### src/rtl/hit_uart_tx.sv
// Drains the TDC hit FIFO one word at a time and sends each byte as 8N1 UART, LSB first.
// Start bit begins 3 cycles after data is seen in IDLE; a frame lasts 10*CLKS_PER_BIT cycles.
module hit_uart_tx #(
  parameter int unsigned CLKS_PER_BIT = 868
) (
  input  logic        SYSCLK,
  input  logic        RESET_N,
  input  logic        enable,
  input  logic        fifo_data_available,
  output logic        read_fifo,
  input  logic [7:0]  fifo_dout,
  output logic        uart_tx,
  output logic        tx_busy,
  output logic [15:0] words_sent
);

  typedef enum logic [2:0] {IDLE, READ, LATCH, START, DATA, STOP} state_t;

  state_t      state_q;
  logic [7:0]  shift_q;
  logic [15:0] baud_q;
  logic [2:0]  bit_q;
  logic [15:0] words_q;
  logic        tx_q;
  logic        rd_q;
  logic        busy_q;
  logic        baud_tc;

  assign baud_tc = (baud_q == 16'(CLKS_PER_BIT - 1));

  // tx_q is loaded on the edge entering each state, so the line is glitch-free
  always_ff @(posedge SYSCLK) begin
    if (!RESET_N) begin
      state_q <= IDLE;
      shift_q <= 8'd0;
      baud_q  <= 16'd0;
      bit_q   <= 3'd0;
      words_q <= 16'd0;
      tx_q    <= 1'b1;
      rd_q    <= 1'b0;
      busy_q  <= 1'b0;
    end else begin
      case (state_q)
        IDLE: begin
          if (enable && fifo_data_available) begin
            state_q <= READ;
            rd_q    <= 1'b1;
            busy_q  <= 1'b1;
          end
        end
        READ: begin
          rd_q    <= 1'b0;
          state_q <= LATCH;
        end
        LATCH: begin
          shift_q <= fifo_dout;
          bit_q   <= 3'd0;
          baud_q  <= 16'd0;
          tx_q    <= 1'b0;
          state_q <= START;
        end
        START: begin
          if (baud_tc) begin
            baud_q  <= 16'd0;
            tx_q    <= shift_q[0];
            state_q <= DATA;
          end else begin
            baud_q <= baud_q + 16'd1;
          end
        end
        DATA: begin
          if (baud_tc) begin
            baud_q  <= 16'd0;
            shift_q <= shift_q >> 1;
            bit_q   <= bit_q + 3'd1;
            if (bit_q == 3'd7) begin
              tx_q    <= 1'b1;
              state_q <= STOP;
            end else begin
              tx_q <= shift_q[1];
            end
          end else begin
            baud_q <= baud_q + 16'd1;
          end
        end
        STOP: begin
          if (baud_tc) begin
            baud_q  <= 16'd0;
            busy_q  <= 1'b0;
            state_q <= IDLE;
            if (words_q != 16'hFFFF) begin
              words_q <= words_q + 16'd1;
            end
          end else begin
            baud_q <= baud_q + 16'd1;
          end
        end
        default: begin
          state_q <= IDLE;
          tx_q    <= 1'b1;
          rd_q    <= 1'b0;
          busy_q  <= 1'b0;
        end
      endcase
    end
  end

  assign read_fifo  = rd_q;
  assign uart_tx    = tx_q;
  assign tx_busy    = busy_q;
  assign words_sent = words_q;

endmodule

### config.mk
export PLATFORM = sky130hd
export DESIGN_NAME = hit_uart_tx
export DESIGN_NICKNAME = d
export VERILOG_FILES = /design/src/rtl/hit_uart_tx.sv
export SDC_FILE = /design/constraint.sdc
export NUM_CORES = 1
export LEC_CHECK = 0
export BUFFER_PORTS_ARGS = -buffer_cell sky130_fd_sc_hd__buf_2
export CORE_AREA = 4 4 80 82
export CTS_CLUSTER_SIZE = 16
export DETAILED_ROUTE_END_ITERATION = 10
export DIE_AREA = 0 0 84 86
export GPL_TIMING_DRIVEN = 0
export PLACE_DENSITY = 0.59
export SETUP_SLACK_MARGIN = 0.4
export SLEW_MARGIN = 20
export SYNTH_ARGS = -nofsm -noshare
export SYNTH_HDL_FRONTEND = slang
export SYNTH_SLANG_ARGS = --single-unit
### constraint.sdc
create_clock -name SYSCLK -period 4.41 [get_ports SYSCLK]
set_input_delay 0.6615 -clock SYSCLK [delete_from_list [all_inputs] [get_ports SYSCLK]]
set_output_delay 0.6615 -clock SYSCLK [all_outputs]
set_load 0.02 [all_outputs]
==> flow_summary.toml, run 1 <==
[run_status]
outcome = "completed"

[floorplanning]
initial_core_util_pct = 43.6
die_w_um = 84
ios = 31
die_area_um2 = 7220
num_rows = 28
coreArea_um2 = 5750
die_h_um = 86

[finish]
fin_cells = 413
antenna_cells = 0
regArea_um2 = 981
multi_input_area_um2 = 1410
nets = 353
drive_above_1_share_pct = 13.9
syn_to_final_growth_pct = 14.5
n_fill_cell = 587

[drt]
wl_um = 6040
antenna_left = 0
vias = 2346
via_per_inst = 5.68
first_pass_iters = 4
wl_per_cell_um = 14.6
drt_iter0_drc = 162
drc_errors = 0

[min_path]
hold-path-cell-count = 2
min_to = "shift_q[7]$_SDFFE_PN0P_"
worstHoldStart = "shift_q[7]$_SDFFE_PN0P_"
worstHoldPathType = "reg2reg"

[global_routing]
grt_start_max_net_pins = 16
grt_pass1_wl_um = 10300
grt_usage_pct = 17.2
grt_antenna_before_repair = 0
grt_pass1_vias = 2159
overflow = 0

[clocking]
hold_buffers = 0
insertion_delay_ns = 0.30
clock_path_buffers = 2
cts_tree = "yes"
cts.clk_slew.worst_paths_ns = 0.10
numCtsBuffers = 5
clock-sinks = 49
post_cts.repair.setup_buffers = 0
cts-root-buf = "clkbuf_8"
cts_resized = 0
h-tree-depth = 2

[timing]
rsz0062_at_grt = "false"
timing.fmax_ghz = 0.342
fin_skew_ns = 0.00828
setup_tns_ns = 0
drv_slew = 0
hold_violations = 0
relSlewSlack_pct = 51.8
period_share_pct = 66.4
worstMarginPinSlew_ns = 0.718
min_period_ns = 2.93
finalSetupViolations = 0

[setup_path]
reg2reg_depth = 8
cp_common_cell = "clkbuf_1"
crit_chain = "ha_1 > or3b_2 > nor4_4 > nand3_2 > clkbuf_1 > clkbuf_1 > o31ai_1 > a21oi_1"
r2r-start = "baud_q[0]$_SDFFE_PN0P_"
endpoint_kind = "register"
cp_slowest_cell = "or3b_2"
path_class = "reg2reg"
worst-r2r-setup-slack_ns = 1.48
slowest_delay_ns = 0.51
cp_max_fo = 10
worstSetupStartpointType = "register"
worst_ep_required_time_ns = 4.57
r2r-end = "words_sent[2]$_SDFFE_PN0P_"
worstPathArrival_ns = 3.09

[power_and_ir_drop]
power.density_nw_per_um2 = 297
ir_drop_uv = 131
leakagePower_nw = 1.03

[synthesis]
synth_area_leaders = "dfxtp_1 (39%), a21oi_1 (5.8%), nand3_1 (4.6%)"
ys_warn_count = 0
synth_top_area_share_pct = 39.2
synth-seq-cells = 49
synthCells = 300
synthArstFlopShare_pct = 0
synth_edf_count = 0
yosysUniqueCellTypes = 47
yosys.area.top_type = "dfxtp_1"
syn_area_um2 = 2500
synth_nets = 316
ys.flop_type = "dfxtp_1"
yosysSeqAreaShare_pct = 39.2
synth_area_per_cell_um2 = 8.35

[placed_design]
gp_congestion = 0.870
placed_cells = 405
dpl.hpwl_um = 4390
io_buffer_count = 30

[flow_run]
maxCapViolations = 0
## final cells by class
class	instances	area share (%)
buffer	19	2.53
clock buffer	6	2.88
clock inverter	2	1.31
inverter	10	1.31
multi-input combinational	222	49.3
sequential	49	34.2
tap	75	3.27
timing repair buffer	30	5.24
## worst max-delay path, delay by kind of cell (launching register included)
family / cells / cell delay, ns
buffers and inverters: 2 / 0.58
AO/OA/AOI/OAI: 2 / 0.39
adder cells (fa/ha/maj): 1 / 0.26
flip-flops: 1 / 0.42
AND/OR/NAND/NOR: 3 / 1.13
## worst max path at each step
stage,startpoint,to,slack [ns],depth (start not counted)
after floorplan,baud_q[0]$_SDFFE_PN0P_,shift_q[0]$_SDFFE_PN0P_,2.02,6
after global placement,baud_q[0]$_SDFFE_PN0P_,words_sent[11]$_SDFFE_PN0P_,1.48,8
after detailed placement,baud_q[0]$_SDFFE_PN0P_,words_sent[2]$_SDFFE_PN0P_,1.51,8
after CTS,baud_q[0]$_SDFFE_PN0P_,words_sent[2]$_SDFFE_PN0P_,1.48,8
after global routing,baud_q[0]$_SDFFE_PN0P_,words_sent[12]$_SDFFE_PN0P_,1.25,8
final,baud_q[0]$_SDFFE_PN0P_,words_sent[2]$_SDFFE_PN0P_,1.48,8
## flip-flops by register name (all words and copies together), names as in the netlist
name,flops
bit_q,3
read_fifo,1
shift_q,8
state_q,3
uart_tx,1
tx_busy,1
words_sent,16
baud_q,16
## synth_stat cells, drive strengths merged (7+ instances only)
cell type,n
dfxtp,49
a21oi,29
nand3,24
nand2,23
o21ai,20
clkbuf,16
or4,15
o31ai,12
and3,11
inv,10
nor2,8
a221o,7
and4,7
nand4,7
nor3,7
## cells in the final DEF (no fill, tap or decap), types with 8 or more instances in the layout
cell type and n:
a21oi_1 29, and3_1 11, buf_2 31, clkbuf_1 16, dfxtp_1 49, inv_1 10
nand2_1 23, nand3_1 23, nor2_1 8, o21ai_0 20, o31ai_1 12, or4_1 13
## stage by stage
step	utilization [%]	hold slack [ns]	instance area (um2)	total power [mW]	worst slack [ns]
floorplan	-	0.438	2500	0.502	2.02
global placement	47.8	0.455	2750	0.521	1.48
detailed placement	47.8	0.466	2750	0.521	1.51
CTS	49.9	0.483	2870	0.863	1.48
global route	49.9	0.507	2870	0.890	1.25
finish	49.9	0.477	2870	0.852	1.48
## where the power goes
part | internal (mW) | switching (mW)
Combinational | 0.0204 | 0.0354
Clock | 0.185 | 0.156
Sequential | 0.450 | 0.00537
## cell families (layout without fill, tap and decap cells)
| group | Yosys count | in the layout | share of synthesized area [%] |
|---|---|---|---|
| adder cells (fa/ha/maj) | 4 | 4 | 2.00 |
| XOR/XNOR | 4 | 4 | 1.40 |
| AO/OA/AOI/OAI | 84 | 84 | 21.4 |
| buffers and inverters | 29 | 67 | 4.40 |
| flip-flops | 49 | 49 | 39.2 |
| AND/OR/NAND/NOR | 128 | 128 | 30.8 |
| multiplexers | 2 | 2 | 0.800 |
## routing by layer
layer | track usage [%] | wire length, um | up-vias
li1 | - | - | 1219
met1 | 23.1 | 3020 | 1081
met2 | 28.3 | 2780 | 44
met3 | 3.84 | 217 | 2
met4 | 3.95 | 29 | 0
met5 | 0 | 0 | -
(Power assumes the default switching activity.)
==> inputs of run 2 (changes only) <==
--- a/config.mk
+++ b/config.mk
@@ -11,7 +11,7 @@
 export DETAILED_ROUTE_END_ITERATION = 10
 export DIE_AREA = 0 0 84 86
 export GPL_TIMING_DRIVEN = 0
-export PLACE_DENSITY = 0.59
+export PLACE_DENSITY = 0.62
 export SETUP_SLACK_MARGIN = 0.4
 export SLEW_MARGIN = 20
 export SYNTH_ARGS = -nofsm -noshare
==> constraint.sdc (replaced) <==
create_clock -name SYSCLK -period 2.45 [get_ports SYSCLK]
set_input_delay 0.3675 -clock SYSCLK [delete_from_list [all_inputs] [get_ports SYSCLK]]
set_output_delay 0.3675 -clock SYSCLK [all_outputs]
set_load 0.02 [all_outputs]
==> run 2 against run 1 <==
Against the previous run: count of clock-buffer cells in the layout did not move; first-iteration DRC count is 5.6% lower; critical path type unchanged; sequential share of layout area fell by 5.0 points; design area increased by 19%; hold slack lost 0.20 ns; global-route usage is 2.0 points higher; highest routed layer unchanged; total power is 84% higher.
==> flow_summary.toml, run 2 (synthesis results as in run 1) <==
[run_status]
outcome = "completed"

[drt]
first_pass_iters = 4
antenna_left = 0
wl_um = 6790
wl_per_cell_um = 15.6
top_layer = "met4"
drc_errors = 0
detailroute.wirelength.met3_um = 279
met2_length_um = 3130
drt_iter0_drc = 153
wl_met1_um = 3200
via_per_inst = 5.79
vias = 2514

[timing]
setup_tns_ns = 0
drv_slew = 0
hold_violations = 0
min_period_ns = 2.25
period_share_pct = 92.0
relSlewSlack_pct = 54.4
fin_skew_ns = 0.0112
finalSetupViolations = 0
timing.fmax_ghz = 0.444
rsz0062_at_grt = "true"
finalHoldWorstSlack_ns = 0.277
worstMarginPinSlew_ns = 0.684

[global_routing]
overflow = 0
grt_start_max_net_pins = 16
grt_antenna_before_repair = 0
grt_usage_pct = 19.2
grt_pass1_wl_um = 11300
grt_pass1_vias = 2395

[power_and_ir_drop]
internal_power_mw = 1.18
power.density_nw_per_um2 = 458
swShare_pct = 24.3
ir_drop_uv = 227
pwr-share-comb_pct = 7.4
leakagePower_nw = 1.27
seqPwrFrac_pct = 52.4
total_power_mw = 1.56
power.share.clock_pct = 40.2
p_switching_uw = 379

[setup_path]
worstPathArrival_ns = 2.50
cp_num_buf_inv = 2
cp_common_cell = "buf_6"
worstSetupStartpointType = "register"
endpoint_kind = "register"
slowest_delay_ns = 0.46
cp_slowest_cell = "or4_1"
path_class = "reg2reg"
worst_ep_required_time_ns = 2.69
cp_max_fo = 5
crit_family = "simple AND/OR/NAND/NOR gates"
crit_chain = "ha_4 > or3b_4 > buf_6 > nor4_4 > nand3_4 > buf_6 > or4_1 > a21oi_1"

[finish]
nets = 374
syn_to_final_growth_pct = 36.2
final_common_cell = "dfxtp_1"
antenna_cells = 0
drive_above_1_share_pct = 33.7
stdcell_area_um2 = 3410
layout_common_cells = "dfxtp_1 (42), buf_2 (30), a21oi_1 (22), nand3_1 (21), nand2_1 (19)"
final_util_pct = 59.3

[placed_design]
gp_congestion = 0.865
dpl.hpwl_um = 4380
io_buffer_count = 30
dpl_cell_area_um2 = 2840

[clocking]
cts-root-buf = "clkbuf_8"
insertion_delay_ns = 0.32
cts.clk_slew.worst_paths_ns = 0.10
cts_tree = "yes"
clock-sinks = 49
clock_path_buffers = 2
hold_buffers = 0
numCtsBuffers = 5
h-tree-depth = 2

[floorplanning]
initial_core_util_pct = 43.6
ios = 31
die_w_um = 84
coreArea_um2 = 5750
die_area_um2 = 7220
die_h_um = 86
num_rows = 28

[min_path]
worstHoldPathType = "in2reg"

[flow_run]
maxCapViolations = 0
==> run 2: changes by cell type in the layout (fill, tap and decap cells not counted), moves of 7 or more <==
cell / change
o21ai_0: -14
buf_4: +10
buf_6: +9
o31ai_1: -8
a21oi_1: -7
a21oi_2: +7
dfxtp_1: -7
o21ai_1: +7
o21ai_2: +7
o31ai_2: +7
==> run 2: worst reg2reg max path, delay by kind of cell (launching register included) <==
kind / cells / cell delay (ns)
buffers and inverters: 2 / 0.31
AND/OR/NAND/NOR: 4 / 1.24
adder cells (fa/ha/maj): 1 / 0.14
flip-flops: 1 / 0.37
AO/OA/AOI/OAI: 1 / 0.13
==> run 2: path summary, 6_finish.rpt <==
path | from | end | slack, ns | cells after the start
setup reg to reg | baud_q[0]$_SDFFE_PN0P_ | words_sent[2]$_SDFFE_PN0P_ | 0.20 | 8
hold / removal | fifo_dout[7] | shift_q[7]$_SDFFE_PN0P_ | 0.28 | 3
hold reg to reg | shift_q[7]$_SDFFE_PN0P_ | shift_q[7]$_SDFFE_PN0P_ | 0.48 | 2
setup / recovery | baud_q[0]$_SDFFE_PN0P_ | words_sent[2]$_SDFFE_PN0P_ | 0.20 | 8
==> run 2: layer usage <==
| layer | global-route usage [%] | vias to the layer above |
|---|---|---|
| li1 | - | 1258 |
| met1 | 25.1 | 1184 |
| met2 | 30.7 | 55 |
| met3 | 3.84 | 17 |
| met4 | 8.19 | 0 |
| met5 | 0 | - |
==> run 2: power groups by stage <==
| stage | clock network (mW) | logic (mW) | registers, mW |
|---|---|---|---|
| finish | 0.628 | 0.116 | 0.818 |
| CTS | 0.643 | 0.109 | 0.818 |
| global route | 0.670 | 0.130 | 0.820 |
| detailed placement | 0 | 0.103 | 0.839 |
| global placement | 0 | 0.102 | 0.839 |
| floorplan | 0 | 0.0671 | 0.840 |
==> run 2: what timing repair did <==
action | 4_1_cts | 5_1_grt
resized for setup | 33 | 49
endpoints found under the hold margin | 0 | 0
setup buffers | 17 | 1
setup endpoints to repair | 38 | 46
pin swaps | 30 | 22
cloned | 3 | 0
==> run 2: metrics by stage <==
stage / setup WS, ns / std cells
after floorplan: 0.217 / 300
after global placement: -0.0633 / 405
after global routing: 0.0840 / 434
final: 0.196 / 434
after detailed placement: -0.0750 / 405
after CTS: 0.177 / 433
==> run 2: area by class of cell <==
type | instances | area [um2]
Fill cell | 543 | 2340
Multi-Input combinational cell | 222 | 1660
Sequential cell | 49 | 997
Timing Repair Buffer | 51 | 373
Buffer | 19 | 131
Tap cell | 75 | 93.8
Clock buffer | 6 | 82.6
Inverter | 10 | 37.5
Clock inverter | 2 | 36.3
